File: src/rtl/ra_pkg.sv
// Shared types and default sizing for the ra_nr1w_sdr register array.
// Optional feature macro: RA_WR_BYPASS_EN (write-to-read bypass).
package ra_pkg;

  typedef enum logic {
    INIT,
    READY
  } ra_init_state_t;

  localparam int RA_WIDTH_DFLT    = 32;
  localparam int RA_DEPTH_DFLT    = 32;
  localparam int RA_RD_PORTS_DFLT = 2;

endpackage

File: src/rtl/ra_init_seq.sv
// Post-reset clear sweep: walks every entry once, writing zero,
// then parks in READY until the next reset.
module ra_init_seq
  import ra_pkg::*;
#(
  parameter int DEPTH = RA_DEPTH_DFLT,
  parameter int AW    = $clog2(DEPTH)
) (
  input  logic          clk,
  input  logic          reset,
  output logic [AW-1:0] sweep_adr,
  output logic          sweep_we,
  output logic          init_busy
);

  localparam logic [AW-1:0] LAST = AW'(DEPTH - 1);

  ra_init_state_t state, state_nxt;
  logic [AW-1:0]  cnt, cnt_nxt;

  always_ff @(posedge clk or negedge reset) begin
    if (!reset) begin
      state <= INIT;
      cnt   <= '0;
    end else begin
      state <= state_nxt;
      cnt   <= cnt_nxt;
    end
  end

  always_comb begin
    state_nxt = state;
    cnt_nxt   = cnt;
    sweep_we  = 1'b0;
    init_busy = 1'b0;
    unique case (state)
      INIT: begin
        sweep_we  = 1'b1;
        init_busy = 1'b1;
        if (cnt == LAST) begin
          state_nxt = READY;
          cnt_nxt   = '0;
        end else begin
          cnt_nxt = cnt + 1'b1;
        end
      end
      READY: ;
    endcase
  end

  assign sweep_adr = cnt;

endmodule

File: src/rtl/ra_nr1w_sdr.sv
// N-read / 1-write register array with registered read data.
// Define RA_WR_BYPASS_EN to forward same-cycle write data to readers.
module ra_nr1w_sdr
  import ra_pkg::*;
#(
  parameter int WIDTH    = RA_WIDTH_DFLT,
  parameter int DEPTH    = RA_DEPTH_DFLT,
  parameter int RD_PORTS = RA_RD_PORTS_DFLT,
  localparam int AW      = $clog2(DEPTH)
) (
  input  logic                      clk,
  input  logic                      reset,
  input  logic                      strobe,
  input  logic [RD_PORTS-1:0]       rd_enb,
  input  logic [RD_PORTS*AW-1:0]    rd_adr,
  output logic [RD_PORTS*WIDTH-1:0] rd_dat,
  input  logic                      wr_enb_0,
  input  logic [AW-1:0]             wr_adr_0,
  input  logic [WIDTH-1:0]          wr_dat_0,
  output logic                      init_busy,
  output logic                      adr_err
);

  localparam logic [AW:0] DEPTH_W = (AW+1)'(DEPTH);

  logic [WIDTH-1:0]    mem [DEPTH];
  logic [AW-1:0]       sweep_adr;
  logic                sweep_we;
  logic                ready;
  logic                wr_ok;
  logic                wr_acc;
  logic                wr_bad;
  logic [RD_PORTS-1:0] rd_bad;

  ra_init_seq #(
    .DEPTH(DEPTH),
    .AW   (AW)
  ) u_init (
    .clk      (clk),
    .reset    (reset),
    .sweep_adr(sweep_adr),
    .sweep_we (sweep_we),
    .init_busy(init_busy)
  );

  assign ready  = ~init_busy;
  assign wr_ok  = {1'b0, wr_adr_0} < DEPTH_W;
  assign wr_acc = ready & strobe & wr_enb_0 & wr_ok;
  assign wr_bad = ready & strobe & wr_enb_0 & ~wr_ok;

  // Array is cleared by the sweep, never by reset itself.
  always_ff @(posedge clk) begin
    if (sweep_we) begin
      mem[sweep_adr] <= '0;
    end else if (wr_acc) begin
      mem[wr_adr_0] <= wr_dat_0;
    end
  end

  for (genvar p = 0; p < RD_PORTS; p++) begin : g_rd
    logic [AW-1:0]    adr;
    logic             ok;
    logic             acc;
    logic [WIDTH-1:0] data;
    logic [WIDTH-1:0] q;

    assign adr       = rd_adr[p*AW +: AW];
    assign ok        = {1'b0, adr} < DEPTH_W;
    assign acc       = ready & strobe & rd_enb[p];
    assign rd_bad[p] = acc & ~ok;

`ifdef RA_WR_BYPASS_EN
    assign data = (wr_acc && (wr_adr_0 == adr)) ? wr_dat_0 : mem[adr];
`else
    assign data = mem[adr];
`endif

    always_ff @(posedge clk or negedge reset) begin
      if (!reset) begin
        q <= '0;
      end else if (acc) begin
        q <= ok ? data : '0;
      end
    end

    assign rd_dat[p*WIDTH +: WIDTH] = q;
  end

  always_ff @(posedge clk or negedge reset) begin
    if (!reset) begin
      adr_err <= 1'b0;
    end else begin
      adr_err <= wr_bad | (|rd_bad);
    end
  end

endmodule

File: config.mk
export PLATFORM = sky130hd
export DESIGN_NAME = ra_nr1w_sdr
export DESIGN_NICKNAME = d
export VERILOG_FILES = /design/src/rtl/ra_pkg.sv /design/src/rtl/ra_init_seq.sv /design/src/rtl/ra_nr1w_sdr.sv
export SDC_FILE = /design/constraint.sdc
export NUM_CORES = 1
export LEC_CHECK = 0
export BUFFER_PORTS_ARGS = -buffer_cell sky130_fd_sc_hd__buf_2
export CORE_MARGIN = 2
export CORE_UTILIZATION = 30
export DETAILED_ROUTE_END_ITERATION = 8
export PLACE_DENSITY = 0.43
export SYNTH_ARGS = -nofsm -noshare
export SYNTH_HDL_FRONTEND = slang
export SYNTH_SLANG_ARGS = --single-unit
export TNS_END_PERCENT = 1
File: constraint.sdc
create_clock -name clk -period 4.75 [get_ports clk]
set_clock_uncertainty 0.05 [all_clocks]
set_input_delay 0.475 -clock clk [delete_from_list [all_inputs] [get_ports clk]]
set_output_delay 0.475 -clock clk [all_outputs]
set_load 0.03 [all_outputs]
==> results of run 1 <==
synth_stat cells, types with 44 or more instances:
cell type     n
a221oi_1    100
buf_4        44
o22ai_1      64
nand2_1      81
edfxtp_1   1024
a22o_1      128
dfrtp_1      70
clkbuf_1    126
a21oi_1     129
mux2i_1    1025
a22oi_1     256
o41ai_2      62
sequential cells by signal, indices dropped and copies added, names as in the netlist:
signal / count
u_init.sweep_adr: 5
g_rd.q: 64
u_init.state: 1
mem: 1024
power by group:
part	internal (uW)	switching (uW)
registers	10600	104
logic	714	1430
clock network	5860	4150
routing by layer:
layer  part of all wire (%)  vias to the layer above  track usage, %
li1                       -                    14000               -
met1                     44                    16900            27.2
met2                     50                      773            35.8
met3                    3.8                      233            2.85
met4                    2.5                        0            5.94
met5                      0                        -               0
cells by family (layout without fill, tap and decap cells):
kind of cell,count (synthesis),count (layout)
AO/OA/AOI/OAI,779,779
flip-flops,1094,1094
buffers and inverters,273,514
AND/OR/NAND/NOR,181,181
multiplexers,1027,1027
other,1,1
adder cells (fa/ha/maj),2,2
how the worst max path moves through the flow:
stage / to / cells after the start / startpoint
final: mem[27][19] / 6 / u_init.state
after global routing: mem[27][14] / 6 / u_init.state
after CTS: mem[27][14] / 6 / u_init.state
after detailed placement: mem[27][19] / 6 / u_init.state
after global placement: mem[1][21] / 5 / u_init.state
after floorplan: mem[4][0] / 7 / wr_enb_0
final cells by class:
type                    instances  area (um^2)  share of cell area (%)
repair buffers                273         2370                    3.95
clock buffers                 186         3730                    6.22
multi-input cells            1990        18000                    30.0
well taps                    2310         2890                    4.82
clock inverters                53          505                   0.843
inverters                       2         7.51                  0.0125
flip-flops and latches       1094        32500                    54.2
stage by stage:
step / util (%) / cells / area (um^2) / hold WS (ns) / setup slack (ns)
floorplan: - / 3357 / 51700 / 0.129 / 1.53
global placement: 32.5 / 5668 / 55700 / 0.417 / 1.02
detailed placement: 32.5 / 5668 / 55700 / 0.410 / 0.939
CTS: 35.0 / 5908 / 60000 / 0.0658 / 0.920
global route: 35.0 / 5908 / 60000 / 0.116 / 0.775
finish: 35.0 / 5908 / 60000 / 0.0912 / 0.961
==> metrics.log, run 1 <==
INFO  metric drv_cap = 0
INFO  metric die_w = 419 um
INFO  metric gpl.final_weighted_congestion = 0.751
INFO  metric detail_route.first_pass.iterations = 5
INFO  metric core = 171000 um^2
INFO  metric end_kind = flop
INFO  metric cts.path.max_buffers = 3
INFO  metric critical_path_slowest_stage_cell = and3_2
INFO  metric crit_family = simple AND/OR/NAND/NOR gates
INFO  metric worst_min_path_class = in2reg
INFO  metric critical_path_required = 5.14 ns
INFO  metric crit-reg2reg-launch = u_init.state
INFO  metric nature_of_the_critical_path_startpoint = flop
INFO  metric global_route.overflow_total = 0
INFO  metric unrepaired_setup_endpoints_after_global_routing = false
INFO  metric clk_root_buffer_cell = clkbuf_16
INFO  metric vdd_drop_max = 249 uV
INFO  metric hold_path_depth = 2
INFO  metric grt_antenna_before_repair = 3
INFO  metric synthCells = 3357
INFO  metric area_fraction_in_and_or_nand_and_nor_cells_after_synthesis = 1.60%
INFO  metric postRouteWirelength = 185000 um
INFO  metric timing.reg2reg.worst_path_depth = 6
INFO  metric p_total = 22900 uW
INFO  metric synth_enable_flop_cells = 1024
INFO  metric synthXorXnorAreaFrac = 0%
INFO  metric leakage_power_total = 0.0237 uW
INFO  metric first_iter_violations = 2227
INFO  metric pwr_density_cell = 381 nW/um^2
INFO  metric fp.dieH = 419 um
INFO  metric setup_viol_count_final = 0
INFO  metric routed_via_density = 5.40
INFO  metric min_period = 3.79 ns
INFO  metric status = finished clean
INFO  metric io_buffer_count = 117
INFO  metric num_vias = 31900
INFO  metric cts_resized = 0
INFO  metric cts-buffers-inserted = 132
INFO  metric cp_cell_sequence = and3_2, nand3b_1, o21ai_0, nand2_1, nor2_4, buf_12
INFO  metric dpl.hpwl = 109000 um
INFO  metric clock_insertion_delay_worst_skew = 0.79 ns
INFO  metric final_layout_size_suffix_gt1_share = 16.8%
INFO  metric drc = 0
INFO  metric area_growth = 16.1%
INFO  metric globalRouteTotalUtil = 20.8%
INFO  metric worst-path-buf-inv = 1
INFO  metric grt_first_pass_wirelength = 258000 um
INFO  metric timing.reg2reg.setup_slack = 0.96 ns
INFO  metric ys_seq_elements = 1094
INFO  metric mappedNetlistArea = 51700 um^2
INFO  metric row_count = 152
INFO  metric cts_setup_buffers = 0
INFO  metric nFillCells = 16400
INFO  metric clkSinkCount = 1094
INFO  metric design.die.area = 176000 um^2
INFO  metric post_synth_mux_area_share = 19.9%
INFO  metric timing.slew.headroom = 16.2%
INFO  metric synth_top_area_share = 59.5%
INFO  metric postSynth.topFlopCell = edfxtp_1
INFO  metric synth_area_leader_cell = edfxtp_1
INFO  metric timing_worst_slew_pin_value = 1.26 ns
INFO  metric syn-num-nets = 3412
INFO  metric layout.cells.most_common_list = mux2i_1, edfxtp_1, a22oi_1
INFO  metric timing.final.max_slew_violations = 0
INFO  metric number_of_global_route_vias_before_repair = 33300
INFO  metric peak_clock_frequency_supported_by_timing = 0.264 GHz
INFO  metric num-nets-final = 3548
INFO  metric critical_path.reg2reg.endpoint = mem[27][19]
INFO  metric whs_endpoint = mem[0][28]
INFO  metric max_stage_delay = 0.92 ns
INFO  metric per_cell_routed_wire_length = 31.3 um
INFO  metric final_antenna_net_count = 0
INFO  metric hp-start = wr_dat_0[28]
INFO  metric tritoncts = done
INFO  metric num_io_pins = 119
INFO  metric fin_setup_tns = 0 ns
INFO  metric async_reset_ff_share = 6.40%
INFO  metric synth.top_cells.by_area = edfxtp_1, mux2i_1, a22oi_1
INFO  metric avgSynthCellArea = 15.4 um^2
INFO  metric hold_viol_final = 0
INFO  metric finalCritPeriodShare = 79.8%
INFO  metric criticalPathCategory = reg2reg
INFO  metric layout.cells.most_common = mux2i_1
INFO  metric synth_cell_types = 38
INFO  metric cts_stage_hold_buffer_count = 1
INFO  metric largest_family_of_logic_cells_by_synthesized_area = multiplexers
INFO  metric critPathMaxFanout = 32
INFO  metric synth_compound_area_share = 12.5%
INFO  metric yosys_warnings = 0
INFO  metric grt_start_max_net_pins = 84
INFO  metric start_util = 30.1%
INFO  metric synth_seq_area_share = 62.9%
INFO  metric antenna-diode-count = 0
INFO  metric worst_ep_arrival_time = 4.18 ns
INFO  metric clkSlewWorstSetupHoldPaths = 0.06 ns
INFO  metric yosys.area_share.adder = 0.0484%
INFO  metric h-tree-depth = 4
Note: power is estimated with default switching activity, not from simulation.
==> run 2, diff against run 1 <==
--- a/config.mk
+++ b/config.mk
@@ -9,7 +9,7 @@
 export CORE_MARGIN = 2
 export CORE_UTILIZATION = 30
 export DETAILED_ROUTE_END_ITERATION = 8
-export PLACE_DENSITY = 0.43
+export PLACE_DENSITY = 0.45
 export SYNTH_ARGS = -nofsm -noshare
 export SYNTH_HDL_FRONTEND = slang
 export SYNTH_SLANG_ARGS = --single-unit
==> constraint.sdc (replaced) <==
create_clock -name clk -period 3.3 [get_ports clk]
set_clock_uncertainty 0.05 [all_clocks]
set_input_delay 0.33 -clock clk [delete_from_list [all_inputs] [get_ports clk]]
set_output_delay 0.33 -clock clk [all_outputs]
set_load 0.03 [all_outputs]
==> run 2 against run 1 <==
Compared with the run above:
- via count increased by 2.1%
- sequential share of layout area is 1.2 points lower
- sequential cell count is the same
- register-to-register slack got worse by 0.22 ns
- critical path depth down 1
- core utilization is 0.77 points higher
- sequential power up 44%
- largest cell class unchanged
==> metrics.log, run 2 (synthesized netlist as in run 1, its figures left out) <==
INFO  metric status = finished clean
INFO  metric internal_power = 24900 uW
INFO  metric global_route.overflow_total = 0
INFO  metric per_cell_routed_wire_length = 30.4 um
INFO  metric register_ranked_first_by_flip_flop_count = mem
INFO  metric postRouteWirelength = 183000 um
INFO  metric peak_clock_frequency_supported_by_timing = 0.390 GHz
INFO  metric num-nets-final = 3665
INFO  metric cts_setup_buffers = 0
INFO  metric fin_setup_tns = 0 ns
INFO  metric grt_first_pass_wirelength = 257000 um
INFO  metric power.share.clock = 43.7%
INFO  metric row_count = 152
INFO  metric place.detailed.instances = 5784
INFO  metric p_sw = 8210 uW
INFO  metric critical_path_slowest_stage_cell = o31ai_1
INFO  metric drv_cap = 0
INFO  metric h-tree-depth = 4
INFO  metric power.share.switching = 24.8%
INFO  metric unrepaired_setup_endpoints_after_global_routing = false
INFO  metric leakage_power_total = 0.0244 uW
INFO  metric layout.cells.most_common = mux2i_1
INFO  metric grt_antenna_before_repair = 4
INFO  metric p_comb_share = 9.7%
INFO  metric worst_ep_arrival_time = 2.94 ns
INFO  metric worst_min_path_class = in2async
INFO  metric drc = 0
INFO  metric critPathMaxFanout = 21
INFO  metric critical_path_required = 3.68 ns
INFO  metric timing.final.max_slew_violations = 0
INFO  metric utilization = 35.8%
INFO  metric max_stage_delay = 0.51 ns
INFO  metric finalCritPeriodShare = 77.6%
INFO  metric layout.cells.most_common_list = mux2i_1, edfxtp_1, a22oi_1
INFO  metric gpl.final_weighted_congestion = 0.776
INFO  metric end_kind = flop
INFO  metric timing_worst_slew_pin_value = 1.02 ns
INFO  metric grt_start_max_net_pins = 67
INFO  metric die_w = 419 um
INFO  metric dpl.hpwl = 112000 um
INFO  metric cts.path.max_buffers = 3
INFO  metric number_of_global_route_vias_before_repair = 33400
INFO  metric clkSinkCount = 1094
INFO  metric tritoncts = done
INFO  metric nature_of_the_critical_path_startpoint = flop
INFO  metric detail_route.first_pass.iterations = 5
INFO  metric vdd_drop_max = 395 uV
INFO  metric setup_viol_count_final = 0
INFO  metric cts-buffers-inserted = 132
INFO  metric design.die.area = 176000 um^2
INFO  metric pwr_density_cell = 540 nW/um^2
INFO  metric final_layout_size_suffix_gt1_share = 19.5%
INFO  metric clock_insertion_delay_worst_skew = 0.77 ns
INFO  metric power_frac_seq = 46.6%
INFO  metric clkSlewWorstSetupHoldPaths = 0.06 ns
INFO  metric cp_cell_sequence = and3_2, o31ai_1, nand2_1, nor2_4, buf_12
INFO  metric globalRouteTotalUtil = 20.6%
INFO  metric final_antenna_net_count = 0
INFO  metric layoutNonFillerInstCount = 6033
INFO  metric first_iter_violations = 2474
INFO  metric nFillCells = 16200
INFO  metric routed_via_density = 5.40
INFO  metric num_io_pins = 119
INFO  metric hold_viol_final = 0
INFO  metric hold_ws = 0.0727 ns
INFO  metric area_growth = 18.7%
INFO  metric num_vias = 32600
INFO  metric timing.slew.headroom = 32.1%
INFO  metric fp.dieH = 419 um
INFO  metric clk_root_buffer_cell = clkbuf_16
INFO  metric start_util = 30.1%
INFO  metric criticalPathCategory = reg2reg
INFO  metric largest_reg_flops = 1024
INFO  metric io_buffer_count = 117
INFO  metric core = 171000 um^2
INFO  metric min_period = 2.56 ns
-- run 2: cell count changes in the layout (fill, tap and decap cells not counted), moves of 2 or more --
| cell | previous run | this run |
|---|---|---|
| buf_12 | 47 | 78 |
| buf_4 | 109 | 194 |
| clkbuf_16 | 135 | 139 |
| clkbuf_8 | 16 | 14 |
| clkinv_1 | 15 | 19 |
| clkinv_2 | 19 | 22 |
| diode_2 | 0 | 2 |
-- run 2: final timing paths --
path / start / to / slack, ns / cells past startpoint
max: u_init.state / mem[9][13] / 0.74 / 5
min: reset / u_init.state / 0.07 / 2
max reg2reg: u_init.state / mem[9][13] / 0.74 / 5
min reg2reg: g_rd[0].q[13] / g_rd[0].q[13] / 0.43 / 2
max in group asynchronous: reset / g_rd[0].q[14] / 2.26 / 3
min in group clk: wr_dat_0[4] / mem[5][4] / 0.14 / 3
-- run 2: metrics by stage --
step | area [um^2] | power, uW | worst slack, ns
final | 61300 | 33100 | 0.739
after global routing | 61300 | 34200 | 0.635
after CTS | 61300 | 33500 | 0.666
after detailed placement | 57000 | 19000 | 0.614
after global placement | 57000 | 19000 | 0.630
after floorplan | 51700 | 17600 | 0.171
-- run 2: layer usage --
metal / part of all wire [%] / up-vias / track usage [%]
met5: 0 / - / 0
met4: 2.3 / 0 / 5.64
met3: 3.8 / 226 / 2.73
met2: 50 / 768 / 35.8
met1: 44 / 17300 / 26.9
li1: - / 14300 / -
-- run 2: power by group through the flow --
stage               clock [uW]  sequential (uW)  combinational [uW]
floorplan                    0            15900                1700
global placement             0            15700                3230
detailed placement           0            15700                3240
CTS                      14800            15500                3240
global route             15300            15400                3380
finish                   14500            15400                3220
-- run 2: critical path, delay by kind of cell (launching register included) --
kind                   cells  cell delay (ns)
flip-flops                 1             0.41
buffers and inverters      1             0.27
AND/OR/NAND/NOR            3             0.95
AO/OA/AOI/OAI              1             0.51
-- run 2: timing repair --
item	CTS	global route
hold endpoints to repair	64	0
hold buffers	2	0
gates resized for setup	0	0
-- run 2: layout make-up --
| type | instances | area, um^2 | area share, % |
|---|---|---|---|
| Sequential cell | 1094 | 32500 | 53.0 |
| Multi-Input combinational cell | 1990 | 18000 | 29.3 |
| Clock buffer | 188 | 3800 | 6.20 |
| Timing Repair Buffer | 390 | 3640 | 5.93 |
| Tap cell | 2310 | 2890 | 4.71 |
| Clock inverter | 57 | 492 | 0.802 |
| Inverter | 2 | 7.51 | 0.0122 |
| Antenna cell | 2 | 5.00 | 0.00816 |
